<file path="src/rtl/axi_burst_splitter_pkg.sv">
// Shared constants and types for the AXI burst splitter (AXI_BURST_STATS_EN adds stat counters in the top).
package axi_burst_splitter_pkg;

  localparam int DEF_ADDR_WIDTH      = 32;
  localparam int DEF_DATA_WIDTH      = 32;
  localparam int DEF_LEN_WIDTH       = 26;
  localparam int DEF_MAX_BURST_BEATS = 16;
  localparam int AXI_4K_BYTES        = 4096;
  localparam int BYTES_PER_BEAT      = DEF_DATA_WIDTH / 8;
  localparam int AXI_SIZE            = $clog2(BYTES_PER_BEAT);

  typedef enum logic [1:0] {IDLE, CALC, ISSUE} burst_state_e;

  typedef struct packed {
    logic [DEF_ADDR_WIDTH-1:0] addr;
    logic [7:0]                len;
    logic                      last;
  } burst_req_t;

  function automatic int axi_size_of(input int data_width);
    return $clog2(data_width / 8);
  endfunction

endpackage

</file>
<file path="src/rtl/axi_burst_len_calc.sv">
// Beats for the next burst: min(remaining, MAX_BURST_BEATS, beats left before the 4 KB boundary).
module axi_burst_len_calc
  import axi_burst_splitter_pkg::*;
#(
  parameter int DATA_WIDTH      = DEF_DATA_WIDTH,
  parameter int LEN_WIDTH       = DEF_LEN_WIDTH,
  parameter int MAX_BURST_BEATS = DEF_MAX_BURST_BEATS
) (
  input  logic [11:0]          addr_lo,
  input  logic [LEN_WIDTH-1:0] remaining,
  output logic [8:0]           beats
);

  localparam int SIZE = axi_size_of(DATA_WIDTH);
  localparam int CW   = (LEN_WIDTH > 13) ? LEN_WIDTH : 13;

  logic [12:0] room;
  logic [8:0]  lim;

  always_comb begin
    // addr is beat-aligned, so the division is exact
    room  = (13'(AXI_4K_BYTES) - {1'b0, addr_lo}) >> SIZE;
    lim   = (room > 13'(MAX_BURST_BEATS)) ? 9'(MAX_BURST_BEATS) : room[8:0];
    beats = (CW'(remaining) < CW'(lim)) ? 9'(remaining) : lim;
  end

endmodule

</file>
<file path="src/rtl/axi_burst_splitter.sv">
// Splits a (start address, byte count) command into 4 KB-safe AXI4 INCR bursts.
// Define AXI_BURST_STATS_EN to add the stat_cmds/stat_bursts saturating counters.
module axi_burst_splitter
  import axi_burst_splitter_pkg::*;
#(
  parameter int ADDR_WIDTH      = DEF_ADDR_WIDTH,
  parameter int DATA_WIDTH      = DEF_DATA_WIDTH,
  parameter int LEN_WIDTH       = DEF_LEN_WIDTH,
  parameter int MAX_BURST_BEATS = DEF_MAX_BURST_BEATS
) (
  input  logic                  axi_aclk,
  input  logic                  axi_reset,
  input  logic                  cmd_valid,
  output logic                  cmd_ready,
  input  logic [ADDR_WIDTH-1:0] cmd_addr,
  input  logic [LEN_WIDTH-1:0]  cmd_bytes,
  output logic                  cmd_error,
  output logic                  burst_valid,
  input  logic                  burst_ready,
  output logic [ADDR_WIDTH-1:0] burst_addr,
  output logic [7:0]            burst_len,
  output logic [2:0]            burst_size,
  output logic                  burst_last,
  output logic                  busy
`ifdef AXI_BURST_STATS_EN
  ,
  output logic [31:0]           stat_cmds,
  output logic [31:0]           stat_bursts
`endif
);

  localparam int BPB  = DATA_WIDTH / 8;
  localparam int SIZE = $clog2(BPB);

  // Same shape as the package request, with the address sized to this instance
  typedef struct packed {
    logic [ADDR_WIDTH-1:0] addr;
    logic [7:0]            len;
    logic                  last;
  } req_t;

  burst_state_e          state, state_nxt;
  logic [ADDR_WIDTH-1:0] addr_q;
  logic [LEN_WIDTH-1:0]  rem_q;
  logic [LEN_WIDTH-1:0]  cmd_beats;
  logic [8:0]            beats_q, beats_calc;
  req_t                  req_q;
  logic                  cmd_fire, cmd_bad, burst_fire;

  assign cmd_fire   = (state == IDLE) && cmd_valid;
  assign cmd_bad    = (cmd_bytes == '0) || (|cmd_addr[SIZE-1:0]);
  assign burst_fire = (state == ISSUE) && burst_ready;
  assign cmd_beats  = LEN_WIDTH'(({1'b0, cmd_bytes} + (LEN_WIDTH+1)'(BPB - 1)) >> SIZE);

  axi_burst_len_calc #(
    .DATA_WIDTH      (DATA_WIDTH),
    .LEN_WIDTH       (LEN_WIDTH),
    .MAX_BURST_BEATS (MAX_BURST_BEATS)
  ) u_len_calc (
    .addr_lo   (addr_q[11:0]),
    .remaining (rem_q),
    .beats     (beats_calc)
  );

  always_ff @(posedge axi_aclk) begin
    if (axi_reset) state <= IDLE;
    else           state <= state_nxt;
  end

  always_comb begin
    state_nxt = state;
    case (state)
      IDLE:    if (cmd_fire && !cmd_bad) state_nxt = CALC;
      CALC:    state_nxt = ISSUE;
      ISSUE:   if (burst_fire) state_nxt = req_q.last ? IDLE : CALC;
      default: state_nxt = IDLE;
    endcase
  end

  always_ff @(posedge axi_aclk) begin
    if (axi_reset) begin
      addr_q    <= '0;
      rem_q     <= '0;
      beats_q   <= '0;
      req_q     <= '0;
      cmd_error <= 1'b0;
    end else begin
      cmd_error <= cmd_fire && cmd_bad;
      if (cmd_fire && !cmd_bad) begin
        addr_q <= cmd_addr;
        rem_q  <= cmd_beats;
      end
      if (state == CALC) begin
        req_q.addr <= addr_q;
        req_q.len  <= 8'(beats_calc - 9'd1);
        req_q.last <= (LEN_WIDTH'(beats_calc) == rem_q);
        beats_q    <= beats_calc;
      end
      // wrap past the top of the address space is silent
      if (burst_fire) begin
        addr_q <= addr_q + (ADDR_WIDTH'(beats_q) << SIZE);
        rem_q  <= rem_q - LEN_WIDTH'(beats_q);
      end
    end
  end

  assign cmd_ready   = (state == IDLE);
  assign busy        = (state != IDLE);
  assign burst_valid = (state == ISSUE);
  assign burst_addr  = req_q.addr;
  assign burst_len   = req_q.len;
  assign burst_last  = req_q.last;
  assign burst_size  = 3'(SIZE);

`ifdef AXI_BURST_STATS_EN
  always_ff @(posedge axi_aclk) begin
    if (axi_reset) begin
      stat_cmds   <= '0;
      stat_bursts <= '0;
    end else begin
      if (cmd_fire && !cmd_bad && stat_cmds != '1) stat_cmds <= stat_cmds + 32'd1;
      if (burst_fire && stat_bursts != '1)         stat_bursts <= stat_bursts + 32'd1;
    end
  end
`endif

endmodule
</file>
<file path="config.mk">
export PLATFORM = sky130hd
export DESIGN_NAME = axi_burst_splitter
export DESIGN_NICKNAME = d
export VERILOG_FILES = /design/src/rtl/axi_burst_splitter_pkg.sv /design/src/rtl/axi_burst_len_calc.sv /design/src/rtl/axi_burst_splitter.sv
export SDC_FILE = /design/constraint.sdc
export NUM_CORES = 1
export LEC_CHECK = 0
export BUFFER_PORTS_ARGS = -buffer_cell sky130_fd_sc_hd__buf_2
export CORE_UTILIZATION = 52
export DETAILED_ROUTE_END_ITERATION = 10
export PLACE_DENSITY = 0.84
export SETUP_SLACK_MARGIN = 0.02
export SLEW_MARGIN = 40
export SYNTH_ARGS = -nofsm -noshare
export SYNTH_HDL_FRONTEND = slang
export SYNTH_HIERARCHICAL = 1
export SYNTH_SLANG_ARGS = --single-unit
</file>
<file path="constraint.sdc">
create_clock -name axi_aclk -period 3.8 [get_ports axi_aclk]
set_input_delay 0.76 -clock axi_aclk [delete_from_list [all_inputs] [get_ports axi_aclk]]
set_output_delay 0.76 -clock axi_aclk [all_outputs]
set_load 0.005 [all_outputs]
</file>
* Word-level counts from Yosys, hierarchy flattened
Cells that the tools add are included.
** Storage, ports and cells
- Flip-flop bits (word level) :: 111
** Cells by class
- Equality and inequality tests :: 5
- Muxes and demuxes :: 10
- Order comparisons :: 2
- Reduce and logical (&&, ||, !) cells :: 12
- Add/subtract/negate cells :: 5
** Operators with widths (number)
- $mux 32 :: 2
- $mux 26 :: 2
- $add 32x11->32 :: 1
- $add 26x2->27 const B :: 1
- $eq 9x26->1 :: 1
- $logic_not 26->1 :: 1
- $lt 26x9->1 :: 1
- $sub 26x9->26 :: 1
- $mux 9 :: 2
- $sub 13x12->13 const A :: 1
- $gt 11x5->1 const B :: 1
- $sub 8x1->8 const B :: 1
- $pmux 2 s3 :: 1
- $logic_and 1x1->1 :: 4
- $mux 2 :: 2
- $ne 2x1->1 const B :: 2
- $reduce_bool 2->1 :: 2
- $eq 2x1->1 const B :: 1
- $eq 2x2->1 const B :: 1
- $logic_not 2->1 :: 1
- $reduce_and 2->1 :: 1
- $reduce_or 2->1 :: 1
- $logic_not 1->1 :: 1
- $logic_or 1x1->1 :: 1
- $mux 1 :: 1

* Logic depth before layout (Yosys ltp)
Gate-level depths: netlist of run 1.
- Depth after elaboration :: 6
- Mapped depth :: 17
- Depth with buffers taken out :: 16

* Hierarchy
Netlist of run 1, hierarchy kept.
** By module, submodules not included
- axi_burst_splitter :: times used 1, area each 6394.9 um^2, cells an instance 828
- axi_burst_len_calc :: times used 1, area each 491.7 um^2, cells an instance 68

* Least setup slack after synthesis of run 1
Ideal clock, no wire load.
- Path kind :: register to register
- Start :: reg addr_q[0]
- End :: reg req_q (netlist bit burst_last)
- Setup slack :: 107 ps
- Path buffers :: 1
- Arrival time :: 3623 ps
- Cell stages (with the launch flop) :: 16
- Path through :: dfxtp_1 or4_4 or2_1 nor2_1 nand3b_1 ha_1 a21oi_1 o21ai_1 a2111oi_4 nand2b_2 buf_6 mux2i_1 xnor2_1 nand3_1 or4_1 a21oi_1
** On the way
- Cells in the longest elaborated chain, start to end :: 6
** RTL lines
- from (decl) :: RTL line axi_burst_splitter.sv:43 : logic [ADDR_WIDTH-1:0] addr_q;
- from (signal assigned) :: RTL line axi_burst_splitter.sv:90 : addr_q <= cmd_addr;
- from (signal assigned) :: RTL line axi_burst_splitter.sv:101 : addr_q <= addr_q + (ADDR_WIDTH'(beats_q) << SIZE);
- $sub 13x12->13 (*) :: RTL line axi_burst_len_calc.sv:22 : room = (13'(AXI_4K_BYTES) - {1'b0, addr_lo}) >> SIZE;
- $gt 11x5->1 :: RTL line axi_burst_len_calc.sv:23 : lim = (room > 13'(MAX_BURST_BEATS)) ? 9'(MAX_BURST_BEATS) : room[8:0];
- $mux 9 (*) :: RTL line axi_burst_len_calc.sv:23
- $lt 26x9->1 :: RTL line axi_burst_len_calc.sv:24 : beats = (CW'(remaining) < CW'(lim)) ? 9'(remaining) : lim;
- $mux 9 (*) :: RTL line axi_burst_len_calc.sv:24
- via beats_calc[3] :: RTL line axi_burst_splitter.sv:46 : logic [8:0] beats_q, beats_calc;
- $eq 9x26->1 (*) :: RTL line axi_burst_splitter.sv:96 : req_q.last <= (LEN_WIDTH'(beats_calc) == rem_q);
- to (decl) :: RTL line axi_burst_splitter.sv:47 : req_t req_q;
The timed path passes the listed nets; every way through them passes the cells marked *.
A chain may end at the register's enable or synchronous reset.

* Worst setup path in the final report of run 1
- Start :: reg addr_q[0]
- End :: reg req_q (netlist bit burst_len[4])
** On the way
- Cells in the longest elaborated chain, start to end :: 6
** RTL lines
- $sub 13x12->13 (*) :: RTL line axi_burst_len_calc.sv:22
- $gt 11x5->1 :: RTL line axi_burst_len_calc.sv:23
- $mux 9 (*) :: RTL line axi_burst_len_calc.sv:23
- $lt 26x9->1 :: RTL line axi_burst_len_calc.sv:24
- $mux 9 (*) :: RTL line axi_burst_len_calc.sv:24
- via beats_calc[2] :: RTL line axi_burst_splitter.sv:46
- $sub 8x1->8 (*) :: RTL line axi_burst_splitter.sv:95 : req_q.len <= 8'(beats_calc - 9'd1);
Marks and branches as above.

==> results of run 1 <==
[per-layer routing]
| layer | global-route usage [%] | vias up | share of wire, % |
|---|---|---|---|
| met5 | 0 | - | 0 |
| met2 | 43.8 | 252 | 47 |
| li1 | - | 3448 | - |
| met3 | 3.19 | 27 | 6.4 |
| met4 | 9.45 | 0 | 1.8 |
| met1 | 38.1 | 3283 | 45 |
[flip-flops by register name (all words and copies together), names as in the netlist]
register,count
cmd_error,1
rem_q,26
burst_addr,32
state,2
burst_len,8
burst_last,1
addr_q,32
beats_q,9
[logic make-up (layout without fill, tap and decap cells)]
family / after synthesis / count (layout) / synth area share, %
simple gates: 384 / 384 / 27.7
compound gates: 228 / 228 / 21.6
fa+ha+maj: 29 / 29 / 5.49
flops: 111 / 111 / 32.3
other cells: 3 / 7 / 0.164
mux: 8 / 8 / 1.20
xor+xnor: 55 / 55 / 6.99
buf+inv: 78 / 179 / 4.61
[worst reg2reg max path: stages, from the launching register on]
cell       delay (ps)
dfxtp_2           320
or4_4             540
or2_4             270
nor2_4            100
nand3b_1          190
ha_4              230
a21oi_2           170
o21ai_2           110
a2111oi_4         460
buf_4             200
nand2b_4          120
mux2i_4           230
buf_4             170
nor2_4            100
nand2_2            70
buf_4             140
xor2_1            150
a211oi_1          340
[through the flow]
step	setup TNS [ps]	total power [mW]	area, sq um	hold WS [ps]	instances
global placement	0	1.75	7630	439	1149
detailed placement	-62.4	1.75	7630	444	1149
finish	-414	2.77	8140	453	1173
CTS	0	2.71	7970	454	1168
global route	-1250	2.88	8140	472	1173
floorplan	0	1.61	6900	445	900
[worst paths after layout]
check | start | end | depth (start not counted)
max | addr_q[0]$_SDFFE_PP0P_ | burst_len[4]$_SDFFE_PP0N_ | 17
min | burst_addr[1]$_SDFFE_PP0N_ | burst_addr[1]$_SDFFE_PP0N_ | 2
max reg2reg | addr_q[0]$_SDFFE_PP0P_ | burst_len[4]$_SDFFE_PP0N_ | 17
min reg2reg | burst_addr[1]$_SDFFE_PP0N_ | burst_addr[1]$_SDFFE_PP0N_ | 2
[cell usage in the layout (no fill, tap or decap), types with 4 or more instances in the layout]
| cell | instances |
|---|---|
| or4_1 | 4 |
| or2_2 | 4 |
| o21ai_0 | 21 |
| ha_1 | 25 |
| a21o_1 | 6 |
| or3_1 | 8 |
| nor2b_1 | 4 |
| nor3_2 | 4 |
| nor4_1 | 17 |
| nor3b_1 | 4 |
| clkbuf_16 | 9 |
| o22ai_1 | 8 |
| xor2_1 | 19 |
| a22oi_1 | 5 |
| nor3_1 | 15 |
| a211oi_1 | 17 |
| o211ai_1 | 10 |
| a21oi_2 | 4 |
| a221oi_1 | 6 |
| buf_2 | 105 |
| nand4_1 | 19 |
| nor2_1 | 69 |
| mux2i_4 | 4 |
| a31oi_1 | 27 |
| and3_1 | 15 |
| conb_1 | 7 |
| nand2_1 | 145 |
| xnor2_1 | 35 |
| a21oi_1 | 87 |
| inv_1 | 24 |
| buf_4 | 31 |
| dfxtp_1 | 110 |
| nand3_1 | 31 |
| and2_1 | 6 |
| nand2b_1 | 10 |
[final cells by class]
type	count	area share, %
sequential	111	27.3
clock buffer	11	2.86
multi-input combinational	711	55.7
inverter	26	1.20
clock inverter	5	0.692
tap	172	2.64
timing repair buffer	137	9.56
[power by group]
part           leakage [nW]  internal (mW)  switching, mW
combinational          2.06          0.254          0.324
sequential            0.900           1.19         0.0431
clock                 0.140          0.513          0.440
total                  3.10           1.96          0.807
[what timing repair did]
action                                  CTS  global route
endpoints found under the setup margin    4             7
resized for setup                         7            27
buffers inserted                          3             5
pin swaps                                 1            12
==> flow_summary.yaml, run 1 <==
hold_path:
  min_path_type: "register to register"
detailed_routing:
  wl_per_cell_um: 16.0
  drt-initial-drc-count: 667
  vias: 7010
  dr.pass1.iters: 5
  ant_nets: 0
  vias_per_cell: 5.98
  wl_um: 18700
  drc: 0
global_route:
  overflow: 0
  antenna_found_initial: 0
  grt_pass1_wl_um: 29700
  grt.total_usage_pct: 27.3
  grt_max_degree: 64
  grt_pass1_vias: 6133
final_layout:
  fin_util_pct: 63.7
  seq_area_sq_um: 2220
  fill_cells: 1110
  area_growth_pct: 18.2
  drive_above_1_share_pct: 20.4
  insertedDiodeCount: 0
  fin_nets: 1087
  multiInputGateArea_sq_um: 4540
floorplan:
  dieArea_sq_um: 13700
  rows: 41
  core_area_sq_um: 12800
  ios: 110
  die_w_um: 117
  start_util_pct: 53.9
  die_h_um: 117
job:
  drv_cap: 0
critical_path:
  timing.critical_path.slowest_cell_delay_ps: 540
  cp_slowest_cell: "or4_4"
  worstPathMaxFanout: 4
  crit_buf_inv: 3
  r2r_slack_ps: -220
  crit_top_cell: "buf_4"
  crit_path_cell_trace: "or4_4 > or2_4 > nor2_4 > nand3b_1 > ha_4 > a21oi_2 > o21ai_2 > a2111oi_4 > buf_4 > nand2b_4 > mux2i_4 > buf_4 > nor2_4 > nand2_2 > buf_4 > xor2_1 > a211oi_1"
  crit_arrival_ps: 4250
  startpoint_type: "register"
  path_class: "register to register"
  endpoint_kind: "register"
  crit_family: "simple AND/OR/NAND/NOR gates"
  cp_data_required_time_ps: 4030
outcome:
  status: "complete, but fails checks"
  violations: "negative setup slack"
clock_tree:
  cts.htree.levels: 3
  clockBufferDepth: 2
  ctsHoldBuffers: 0
  clk_pin_slew_ps: 70
  clock_sinks: 111
  cts_tree: "yes"
  insertion_delay_ps: 360
  cts_root_buf: "clkbuf_16"
  numCtsBuffers: 9
synthesis:
  ys_top_cells_by_count: "147 x nand2_1, 111 x dfxtp_1, 90 x a21oi_1"
  yosysTopAreaCellShare_pct: 32.3
  synth_area_leaders: "dfxtp_1 32%, nand2_1 8.0%, a21oi_1 6.5%"
  syn-cell-area_sq_um: 6890
  ys_types: 75
  synthCells: 896
  ys_seq_area_share_pct: 32.3
  yosys.area.top_type: "dfxtp_1"
  ys_seq_elements: 111
  synth_most_common_cell: "nand2_1"
  synth_edf_count: 0
  ys_dominant_reg_cell: "dfxtp_1"
  synthArstFlopShare_pct: 0
  yosys_warnings: 6
  syn_area_per_cell_sq_um: 7.69
timing:
  rsz0062_at_grt: "true"
  setup_viol: 4
  fmax_mhz: 249
  period_share_pct: 106
  min_period_ps: 4020
  finalHoldViolCount: 0
  drv_slew: 0
  worstMarginPinSlew_ps: 829
  setup_slack_ps: -221
  skew_ps: 9.31
  slew-limit-headroom_pct: 44.7
power_and_ir_drop:
  pwr_density_cell_nw_per_um2: 340
  peakVddDrop_mv: 0.231
  leakage_nw: 3.10
placed_design:
  io_buffers: 106
  post-dp-hpwl_um: 12900
  globalplace.congestion: 0.957
  place_worst_setup_slack_ps: -43.8
(Power assumes the default switching activity.)
==> run 2: changes to the inputs <==
Settings changed: ABC_AREA set to 1, CORE_UTILIZATION 52 to 54, PLACE_DENSITY 0.84 to 0.85.
==> run 2 against run 1 <==
Critical path depth is 7 higher. Sequential power is 10% higher. Wire length is 29% higher. Final cell count is 45% higher. Utilization is 1.2 points lower. The run now ends clean. Synthesized cell count is 58% higher. Sequential cell count stayed put. Non-clock buffer count is 13 lower. Global-route usage is 2.2 points higher. Die area is 17% higher. First-iteration DRC count is 43% higher.
==> flow_summary.yaml, run 2 <==
outcome:
  status: "complete, no violations"
detailed_routing:
  wl_per_cell_um: 14.2
  vias: 9376
  drc: 0
  ant_nets: 0
  wl_um: 24100
  dr.pass1.iters: 9
  vias_per_cell: 5.52
  drt-initial-drc-count: 952
clock_tree:
  clockBufferDepth: 2
  ctsHoldBuffers: 0
  cts.htree.levels: 3
  numCtsBuffers: 9
  cts_root_buf: "clkbuf_16"
  clk_pin_slew_ps: 80
  clock_sinks: 111
  cts_tree: "yes"
  insertion_delay_ps: 370
final_layout:
  fin_nets: 1598
  area_growth_pct: 12.9
  insertedDiodeCount: 0
  drive_above_1_share_pct: 14.9
  final_cell_mix: "374 x nand2_1, 205 x nor2_1, 163 x inv_1"
  final_common_cell: "nand2_1"
  fin_cells: 1700
synthesis:
  synthArstFlopShare_pct: 0
  yosysTopAreaCellShare_pct: 26.4
  synth_edf_count: 0
  ys_top_cells_by_count: "381 x nand2_1, 209 x nor2_1, 171 x inv_1"
  ys_seq_area_share_pct: 26.4
  yosys_warnings: 6
  synthCells: 1415
  ys_types: 45
  syn_area_per_cell_sq_um: 5.94
  ys_dominant_reg_cell: "dfxtp_1"
  synth_most_common_cell: "nand2_1"
  syn-cell-area_sq_um: 8410
  ys_seq_elements: 111
  yosys.area.top_type: "dfxtp_1"
  synth_area_leaders: "dfxtp_1 26%, nand2_1 17%, nor2_1 9.3%"
power_and_ir_drop:
  leakage_nw: 4.64
  pwr_density_cell_nw_per_um2: 384
  peakVddDrop_mv: 0.285
timing:
  fmax_mhz: 277
  min_period_ps: 3610
  period_share_pct: 95.0
  totalNegativeSetupSlack_ps: 0
  worstMarginPinSlew_ps: 625
  setup_slack_ps: 191
  skew_ps: 7.92
  finalHoldViolCount: 0
  slew-limit-headroom_pct: 58.2
  drv_slew: 0
  setup_viol: 0
critical_path:
  cp_slowest_cell: "dfxtp_4"
  crit_arrival_ps: 3910
  path_class: "register to register"
  endpoint_kind: "register"
  startpoint_type: "register"
  worstPathMaxFanout: 6
  crit_path_cell_trace: "nor2_4 > nand2_1 > nand2_1 > nand2_1 > nor2_1 > nand3_1 > nand2_1 > nand2_2 > nor2_2 > inv_1 > ha_1 > a21oi_1 > nand3b_1 > a21oi_2 > nor4_4 > buf_4 > buf_4 > nand3_1 > nand2_2 > xnor2_1 > nand4_1 > nor3_1 > nand3_1 > a21oi_1"
  timing.critical_path.slowest_cell_delay_ps: 360
  crit_top_cell: "nand2_1"
  cp_data_required_time_ps: 4100
placed_design:
  globalplace.congestion: 0.936
  io_buffers: 106
  post-dp-hpwl_um: 17300
  place_worst_setup_slack_ps: 138
  placed_cells: 1673
floorplan:
  die_w_um: 127
  core_area_sq_um: 15200
  dieArea_sq_um: 16100
  die_h_um: 127
  rows: 45
  start_util_pct: 55.3
  ios: 110
hold_path:
  min_path_type: "register to register"
job:
  drv_cap: 0
global_route:
  grt.total_usage_pct: 29.5
  grt_max_degree: 70
  overflow: 0
  antenna_found_initial: 0
  grt_pass1_vias: 8020
  grt_pass1_wl_um: 38300
[run 2: cell types whose count changed in the layout (fill, tap and decap cells not counted), moves of 16 or more]
cell	before	now
nor2_2	0	19
nand3_1	31	130
nand2_1	145	374
o21ai_1	1	24
inv_1	24	163
o21ai_0	21	61
nor2_1	69	205
nand2_2	3	19
xnor2_1	35	14
a31oi_1	27	1
[run 2: report_power, final]
group	internal [mW]	total [mW]	switching, mW
sequential	1.27	1.37	0.101
combinational	0.434	1.25	0.818
clock	0.526	1.03	0.501
[run 2: worst max-delay path: cells and delay by family, from the launching register on]
family / cells / cell delay (ps)
adders and majority gates: 1 / 180
AOI/OAI and AO/OA: 3 / 350
xor gates and xnor gates: 1 / 140
buffers and inverters: 3 / 410
and+or+nand+nor: 16 / 2080
DFF: 1 / 360
[run 2: worst paths after layout]
check | startpoint | end | slack [ps] | cells after the start
setup reg to reg | addr_q[1]$_SDFFE_PP0P_ | burst_last$_SDFFE_PP0N_ | 190 | 24
hold / removal | addr_q[31]$_SDFFE_PP0P_ | burst_addr[31]$_SDFFE_PP0N_ | 500 | 2
setup / recovery | addr_q[1]$_SDFFE_PP0P_ | burst_last$_SDFFE_PP0N_ | 190 | 24
hold reg to reg | addr_q[31]$_SDFFE_PP0P_ | burst_addr[31]$_SDFFE_PP0N_ | 500 | 2
[run 2: timing repair]
item | 4_1_cts | 5_1_grt
endpoints found under the hold margin | 0 | 0
gates resized for setup | 0 | 37
endpoints found under the setup margin | 0 | 5
setup buffers | 0 | 11
[run 2: metrics by stage]
step	hold WS [ps]	total power, mW	utilization (%)	area [sq um]
after floorplan	451	2.25	-	8430
after global placement	482	2.56	59.1	8990
after detailed placement	490	2.58	59.1	8990
after CTS	498	3.59	61.2	9310
after global routing	525	3.86	62.5	9500
final	499	3.65	62.5	9500
[run 2: metal layers]
layer  GRT usage (%)  vias up  part of all wire (%)
met5               0        -                     0
met3            5.02       40                   8.3
met4            9.87        0                   1.9
li1                -     4705                     -
met1            40.3     4221                    45
met2            47.2      410                    45
[run 2: kinds of logic after synthesis]
group           after synthesis  share of synthesized area [%]
simple gates                838                           44.0
buf+inv                     225                           11.3
compound gates              187                           11.4
flops                       111                           26.4
fa+ha+maj                    29                           4.49
xor+xnor                     22                           2.29
other cells                   3                          0.134
[run 2: cell type report]
type | instances | area [sq um]
flip-flops and latches | 111 | 2230
fillers | 1472 | 5700
multi-input cells | 1083 | 5360
well taps | 188 | 235
repair buffers | 124 | 678
clock inverters | 7 | 90.1
inverters | 178 | 673
clock buffers | 9 | 225
